[config.mk]
export PLATFORM = sky130hd
export DESIGN_NAME = micro_tile_scheduler
export DESIGN_NICKNAME = d
export VERILOG_FILES = /design/src/rtl/micro_tile_scheduler.sv
export SDC_FILE = /design/constraint.sdc
export NUM_CORES = 1
export LEC_CHECK = 0
export ABC_AREA = 1
export CORE_ASPECT_RATIO = 0.9
export CORE_MARGIN = 3
export CORE_UTILIZATION = 50
export DETAILED_ROUTE_END_ITERATION = 7
export PLACE_DENSITY = 0.78
export SYNTH_ARGS = -nofsm -noshare
export SYNTH_HDL_FRONTEND = slang
export SYNTH_SLANG_ARGS = --single-unit
[constraint.sdc]
create_clock -name clk -period 3.6 [get_ports clk]
set_input_delay 0.72 -clock clk [delete_from_list [all_inputs] [get_ports clk]]
set_output_delay 0.72 -clock clk [all_outputs]
set_load 0.02 [all_outputs]
[src/rtl/micro_tile_scheduler.sv]
// Sequencer for the shared micro-tile output mux: selects one tile at a time, holds a newly
// selected tile in reset for RST_CYCLES, then runs it (manual select or auto round-robin).
module micro_tile_scheduler #(
  parameter int NTILES     = 4,
  parameter int SEL_W      = 2,
  parameter int RST_CYCLES = 4,
  parameter int DWELL_W    = 8
) (
  input  logic               clk,
  input  logic               rst,
  input  logic               mode,
  input  logic [SEL_W-1:0]   man_sel,
  input  logic [NTILES-1:0]  tile_en,
  input  logic [DWELL_W-1:0] dwell,
  input  logic               advance,
  output logic [SEL_W-1:0]   sel,
  output logic [NTILES-1:0]  tile_rst_n,
  output logic               out_valid,
  output logic               switch_pulse
);

  localparam int CNT_W = $clog2(RST_CYCLES + 1);

  typedef enum logic [1:0] {
    IDLE       = 2'd0,
    RESET_TILE = 2'd1,
    RUN        = 2'd2
  } state_t;

  state_t             state;
  logic [CNT_W-1:0]   cnt;
  logic [DWELL_W-1:0] dwell_cnt;

  logic               load;
  logic [SEL_W-1:0]   load_tgt;
  logic [SEL_W-1:0]   next_tile;
  logic [DWELL_W-1:0] dwell_last;
  logic               decide;

  function automatic logic [SEL_W-1:0] lowest_enabled(input logic [NTILES-1:0] en);
    logic [SEL_W-1:0] r;
    r = '0;
    for (int i = NTILES - 1; i >= 0; i--) begin
      if (en[i]) r = SEL_W'(i);
    end
    return r;
  endfunction

  // First enabled tile after cur in increasing order with wrap; returns cur if no other is enabled.
  function automatic logic [SEL_W-1:0] next_enabled(input logic [SEL_W-1:0] cur,
                                                    input logic [NTILES-1:0] en);
    logic [SEL_W-1:0] r;
    logic [SEL_W-1:0] idx;
    r = cur;
    for (int k = NTILES - 1; k >= 1; k--) begin
      idx = cur + SEL_W'(k);
      if (en[idx]) r = idx;
    end
    return r;
  endfunction

  function automatic logic [NTILES-1:0] onehot(input logic [SEL_W-1:0] idx);
    logic [NTILES-1:0] r;
    r = '0;
    r[idx] = 1'b1;
    return r;
  endfunction

  assign dwell_last = (dwell == '0) ? '0 : dwell - DWELL_W'(1);
  assign next_tile  = next_enabled(sel, tile_en);
  // Advance and terminal count share one decision point, so they can never double-switch.
  assign decide     = advance || (dwell_cnt >= dwell_last);

  always_comb begin
    load     = 1'b0;
    load_tgt = sel;
    case (state)
      IDLE: begin
        if (!mode) begin
          load     = 1'b1;
          load_tgt = man_sel;
        end else if (|tile_en) begin
          load     = 1'b1;
          load_tgt = lowest_enabled(tile_en);
        end
      end
      RESET_TILE: begin
        if (!mode && (man_sel != sel)) begin
          load     = 1'b1;
          load_tgt = man_sel;
        end
      end
      RUN: begin
        if (!mode) begin
          if (man_sel != sel) begin
            load     = 1'b1;
            load_tgt = man_sel;
          end
        end else if ((|tile_en) && decide && (next_tile != sel)) begin
          load     = 1'b1;
          load_tgt = next_tile;
        end
      end
      default: begin
        load     = 1'b0;
        load_tgt = sel;
      end
    endcase
  end

  always_ff @(posedge clk) begin
    if (rst) begin
      state        <= IDLE;
      sel          <= '0;
      cnt          <= '0;
      dwell_cnt    <= '0;
      switch_pulse <= 1'b0;
      out_valid    <= 1'b0;
      tile_rst_n   <= '0;
    end else begin
      switch_pulse <= 1'b0;
      if (load) begin
        state        <= RESET_TILE;
        sel          <= load_tgt;
        cnt          <= CNT_W'(RST_CYCLES - 1);
        switch_pulse <= 1'b1;
        out_valid    <= 1'b0;
        tile_rst_n   <= '0;
      end else begin
        case (state)
          IDLE: begin
            out_valid  <= 1'b0;
            tile_rst_n <= '0;
          end
          RESET_TILE: begin
            if (cnt == '0) begin
              state      <= RUN;
              dwell_cnt  <= '0;
              out_valid  <= 1'b1;
              tile_rst_n <= onehot(sel);
            end else begin
              cnt <= cnt - CNT_W'(1);
            end
          end
          RUN: begin
            if (mode) begin
              if (tile_en == '0) begin
                state      <= IDLE;
                out_valid  <= 1'b0;
                tile_rst_n <= '0;
              end else if (decide) begin
                dwell_cnt <= '0;
              end else begin
                dwell_cnt <= dwell_cnt + DWELL_W'(1);
              end
            end
          end
          default: begin
            state      <= IDLE;
            out_valid  <= 1'b0;
            tile_rst_n <= '0;
          end
        endcase
      end
    end
  end

endmodule

==> results.tsv <==
stage	metric	value	unit
yosys	Mean Syn Cell Area	6.622	um^2
yosys	Mapped Cells	277	
timing	FMAX	294.7	MHz
clock_tree	CTS root buf	clkbuf_8	
floorplan	num rows	20	
worst_setup_path	crit path max fanout	7	
placed_design	GPL Wtd Cong	0.8058	
finish	Layout area overhead	25.72	%
clock_tree	CTS Buf Count	3	
outcome	outcome	finished clean	
timing	Max Transition Viols Final	0	
placed_design	IO Port Bufs	25	
worst_setup_path	CP arrival	3.54	ns
timing	worst hold margin	0.4625	ns
timing	hold violation count in the final report	0	
finish	fin cells	356	
drt	vias	1860	
worst_setup_path	CP Buf/Inv Count	4	
global_routing	number of global-route vias before repair	1690	
yosys	mapped cell area	1834	um^2
floorplan	full die area	4432	um^2
clock_tree	# hold bufs at CTS	0	
run	max cap viols	0	
yosys	Yosys reg bits	21	
worst_setup_path	CP Launch Type	primary input	
worst_setup_path	CP Capture Type	flop	
global_routing	first-pass GRT wire length	7196	um
timing	period utilization	0.9425	
placed_design	Setup Slack @ Placement	-0.3655	ns
timing	Slew HR	0.5644	
worst_setup_path	crit-path cells	clkdlybuf4s50_1, buf_4, nor2_1, nand2_1, nor3_1, buf_4, nand2_1, nand2_1, nand3_1, ha_1, nand2_2, nor2_1, a211oi_2, nand4_1, nand2_1, nand2_1, nand2_2, nand2_4, nand2_8, buf_4, o21bai_1, nand2_1, nor2_1	
drt	Post-DRT Antenna Nets	0	
worst_hold_path	hold crit path type	flop to flop	
placed_design	post-DP HPWL	3244	um
timing	Worst-Margin Slew	0.6499	ns
drt	Routed WL	4166	um
finish	final layout net count	351	
yosys	Synth area leader	dfxtp_1	
clock_tree	TritonCTS clock tree	yes	
yosys	area share of the largest cell type after synthesis	0.2292	
floorplan	die width	69.85	um
finish	layout cells sized above 1	0.1538	
drt	DR WL/cell	11.70	um
drt	Initial DRT Pass Iterations	4	
pwr	Lkg Pwr	1.024	nW
timing	worst setup margin	0.2070	ns
drt	average via count per standard cell	5.225	
floorplan	initial cell density of the core	0.5312	
finish	# fillers	310	
yosys	post-synth net total	315	
worst_setup_path	highest-delay cell along the critical path	clkdlybuf4s50_1	
finish	diodes inserted	0	
drt	drt initial violations	69	
timing	number of setup violations in the final report	0	
clock_tree	Reg clk slew, reported paths	0.07	ns
pwr	PwrDens	557.5	nW/um^2
yosys	ranking of synthesized cells by area	dfxtp_1 (23%), ha_1 (14%), nand2_1 (11%), a21oi_1 (7.4%), inv_1 (7.4%)	
drt	drt drc	0	
worst_setup_path	CP most frequent cell	nand2_1	
worst_setup_path	critical path class	primary input to flop	
clock_tree	Clock Path Buffers	2	
floorplan	Die Y	63.46	um
yosys	yosys warns	0	
worst_setup_path	max incr delay on CP	0.42	ns
floorplan	I/O pin count	26	
yosys	synth unique cells	31	
global_routing	initial antenna violation count	0	
finish	Storage cell area	420.4	um^2
pwr	VDD IR-drop max	0.4412	mV
clock_tree	H-tree levels	1	
global_routing	largest net degree at the start of global routing	14	
finish	multi-input combinational cell area	1313	um^2
clock_tree	CTS Sinks	21	
clock_tree	Setup Fix Bufs, Post-CTS	0	
timing	crit path time final	3.393	ns
clock_tree	Clk Latency, worst-skew pair	0.25	ns
floorplan	Core Region	3453	um^2
worst_setup_path	Worst EP required	3.74	ns
finish	final core utilization	0.6678	
worst_setup_path	CP top delay family	simple AND/OR/NAND/NOR gates	
timing	post-route clock skew	0.002981	ns
timing	Final TNS setup	0	ns
global_routing	total global routing overflow	0	
yosys	sequential fraction of the synthesis area	0.2292	
global_routing	GRT Overall Usage	0.1907	
placed_design	dpl cells	351	
-- where the power goes --
| part | internal, mW | switching (mW) |
|---|---|---|
| clock network | 0.0785 | 0.0669 |
| logic | 0.320 | 0.515 |
| registers | 0.274 | 0.0311 |
-- Yosys cell counts (all sizes together) --
library cell	number
a31oi	3
a211oi	1
o21bai	2
xnor2	3
o21ai	14
buf	4
a221oi	1
nor2	30
clkbuf	1
a21oi	27
ha	20
nand2	62
inv	38
o211ai	4
nand4	3
nor3	6
nand3	26
dfxtp	21
nand3b	2
xor2	5
or2	4
-- through the flow --
step                      area [um^2]  power, mW
after floorplan                  1834     0.8925
after global placement           2168      1.072
after detailed placement         2168      1.080
after CTS                        2223      1.232
after global routing             2306      1.407
final                            2306      1.286
-- flip-flops by register name, indices dropped and copies added (netlist names) --
name	count
cnt	3
dwell_cnt	8
out_valid	1
sel	2
state	2
switch_pulse	1
tile_rst_n	4
-- layer usage --
metal  GRT usage  share of wire  up-vias
met5           0              0        -
li1            -              -      985
met3     0.03030          0.036        6
met1      0.2757           0.51      837
met4     0.04545          0.010        0
met2      0.2960           0.45       32
-- worst reg2reg max path, delay by kind of cell, from the launching register on --
kind / cells / cell delay (ns)
and+or+nand+nor: 13 / 1.04
adders and majority gates: 1 / 0.35
buffers and inverters: 4 / 0.40
DFF: 1 / 0.55
-- final timing paths --
path                               from                         end  slack [ns]  cells after the start
max                            dwell[2]         sel[0]$_SDFFE_PP0P_        0.21                     23
min          tile_rst_n[2]$_SDFFE_PP0P_  tile_rst_n[2]$_SDFFE_PP0P_        0.46                      2
max reg2reg         sel[1]$_SDFFE_PP0P_         sel[0]$_SDFFE_PP0P_        1.16                     18
min reg2reg  tile_rst_n[2]$_SDFFE_PP0P_  tile_rst_n[2]$_SDFFE_PP0P_        0.46                      2
-- kinds of logic after synthesis --
group                    after synthesis  synth area share
AO/OA/AOI/OAI                         52            0.1637
AND/OR/NAND/NOR                      133            0.3295
buffers and inverters                 43            0.1030
XOR/XNOR                               8           0.03820
adder cells (fa/ha/maj)               20            0.1364
flip-flops                            21            0.2292
-- cell type report --
type | instances | share of cell area
Clock buffer | 4 | 0.01953
Inverter | 38 | 0.06186
Multi-Input combinational cell | 214 | 0.5692
Sequential cell | 21 | 0.1823
Tap cell | 44 | 0.02387
Timing Repair Buffer | 35 | 0.1432
-- layout by cell type (no fill, tap or decap), types with 3 or more instances in the layout --
master	Yosys	routed
nand2_1	56	52
inv_1	36	35
nor2_1	30	28
a21oi_1	27	24
nand3_1	24	23
clkdlybuf4s50_1	0	23
dfxtp_1	21	21
ha_1	20	19
buf_4	0	10
o21ai_0	13	9
nand2_2	5	7
xor2_1	5	5
o21ai_1	0	4
inv_2	2	3
or2_2	4	3
xnor2_1	3	3
nand3_2	2	3
a21oi_2	0	3
nand4_1	3	3
nand2_4	1	3
o211ai_1	3	3
nor3_2	2	3
clkbuf_8	0	3
-- repair_timing --
| item | in CTS | in global routing |
|---|---|---|
| resized for setup | 2 | 24 |
| cloned | 0 | 1 |
| pin swaps | 1 | 11 |
| endpoints found under the setup margin | 19 | 21 |
| endpoints found under the hold margin | 0 | 0 |
(Power assumes the default switching activity.)
==> RTL change (same settings) <==
The parameter `DWELL_W` goes from 8 to 12.
--- a/src/rtl/micro_tile_scheduler.sv
+++ b/src/rtl/micro_tile_scheduler.sv
@@ -5,5 +5,5 @@
   parameter int SEL_W      = 2,
   parameter int RST_CYCLES = 4,
-  parameter int DWELL_W    = 8
+  parameter int DWELL_W    = 12
 ) (
   input  logic               clk,
Interface: changed (resized dwell); port bits go from 26 to 30. No check against the original RTL was run, so the function may have changed too.
==> RTL change against the unedited design <==
  * Worst setup slack better by 0.0016 ns
  * Clock skew is 0.0010 ns higher
  * Largest cell class unchanged
  * Wire length is 33% higher
  * Area after synthesis is 31% higher
  * Synthesized cell count is 31% higher
  * First-iteration DRC count is 77% higher
  * Power is 19% higher
  * Sequential share of layout area is 2.0 points lower
  * Sequential cell count is 4 higher
  * Die area is 28% higher
  * Cell area is 34% higher
==> RTL change: results (changes against the unedited design) <==
Run status:
- Result of the run: complete, no violations (unchanged).

Placed design:
- The routability congestion estimate from global placement came to 0.861 (was 0.806).
- The placement-stage worst setup slack is -0.127 ns (was -0.366 ns).
- The cell area after placement is 0.00290 mm2 (was 0.00217 mm2).
- The detailed placer's ending HPWL is 4320 um (was 3240 um).
- The placed instance count is 467 (was 351).

Timing:
- The worst slew margin relative to its limit came to 0.637 (was 0.564).
- The clock skew is 0.00402 ns (was 0.00298 ns).

Synthesis:
- The count of unique library cells instantiated by Yosys was 34 (was 31).
- The register area share after synthesis came to 0.208 (was 0.229).
- The number of nets produced by synthesis is 409 (was 315).
- Ranking of synthesized cells by instance count: sky130_fd_sc_hd__nand2_1, sky130_fd_sc_hd__inv_1, sky130_fd_sc_hd__nand3_1 (was sky130_fd_sc_hd__nand2_1, sky130_fd_sc_hd__inv_1, sky130_fd_sc_hd__nor2_1).
- The average cell area after synthesis is 6.65 um2 (was 6.62 um2).

Route:
- The detailed-route wire length per cell is 11.6 um (was 11.7 um).
- The detailed-route via count came to 2430 (was 1860).
- The DRC marker count from the first detailed-route iteration was 122 (was 69).
- The number of vias per cell after detailed routing was 5.08 (was 5.22).

Global routing:
- The total global routing track utilization is 0.199 (was 0.191).
- The via count of the first global-routing pass is 2282 (was 1690).
- The wire length of the first global-routing pass came to 9470 um (was 7200 um).

Worst setup path:
- The arrival time at the worst endpoint is 3.56 ns (was 3.54 ns).

Finish:
- The cell area after layout is 0.00308 mm2 (was 0.00231 mm2).
- The share of final-layout standard cells stronger than drive strength 1 is 0.212 (was 0.154).
- The fill cell total of the finished layout is 416 (was 310).

Power:
- The worst supply voltage drop on vdd is 341 uV (was 441 uV).
- The power drawn by the clock network is 163 uW (was 145 uW).
- The cell-internal power is 794 uW (was 673 uW).

CTS:
- The clock transition time at the flip-flop clock pins of the worst setup and hold paths is 0.09 ns (was 0.07 ns).
## RTL change: cell types whose count changed after synthesis, sizes merged, moves of 4 or more
cell,before,now
nor2,30,38
nand2,62,91
ha,20,25
xnor2,3,11
inv,38,50
nand3,26,43
nand4,3,7
dfxtp,21,25
## RTL change: layout make-up
cell class	count	area, um2	area share
clock inverters	1	5.00	0.00163
repair buffers	55	518	0.168
multi-input cells	282	1740	0.566
clock buffers	3	41.3	0.0134
well taps	62	77.6	0.0252
inverters	50	193	0.0626
flip-flops and latches	25	500	0.163
## RTL change: cell families after synthesis
| kind of cell | Yosys count | share of synthesized area |
|---|---|---|
| AND/OR/NAND/NOR | 190 | 0.366 |
| buffers and inverters | 56 | 0.103 |
| flip-flops | 25 | 0.208 |
| XOR/XNOR | 17 | 0.0618 |
| AO/OA/AOI/OAI | 49 | 0.132 |
| adder cells (fa/ha/maj) | 25 | 0.130 |
## RTL change: path summary, 6_finish.rpt
check                             start                          to  slack [ns]  depth (start not counted)
min          tile_rst_n[1]$_SDFFE_PP0P_  tile_rst_n[1]$_SDFFE_PP0P_        0.47                          2
max reg2reg         sel[1]$_SDFFE_PP0P_   dwell_cnt[8]$_SDFFE_PP0P_        1.06                         18
max                            dwell[0]   dwell_cnt[0]$_SDFFE_PP0P_        0.21                         24
min reg2reg  tile_rst_n[1]$_SDFFE_PP0P_  tile_rst_n[1]$_SDFFE_PP0P_        0.47                          2
## RTL change: metal layers
layer,global-route usage,up-vias,wire length (um),share of wire
met4,0.0458,0,36,0.0065
met5,0,-,0,0
met1,0.259,1087,2640,0.48
met3,0.0113,2,229,0.041
li1,-,1290,-,-
met2,0.360,51,2620,0.47
## RTL change: what timing repair did
action                                  in CTS  in global routing
hold buffers                                 0                  0
buffers inserted                             0                  6
endpoints found under the setup margin       0                 25
resized for setup                            0                 22
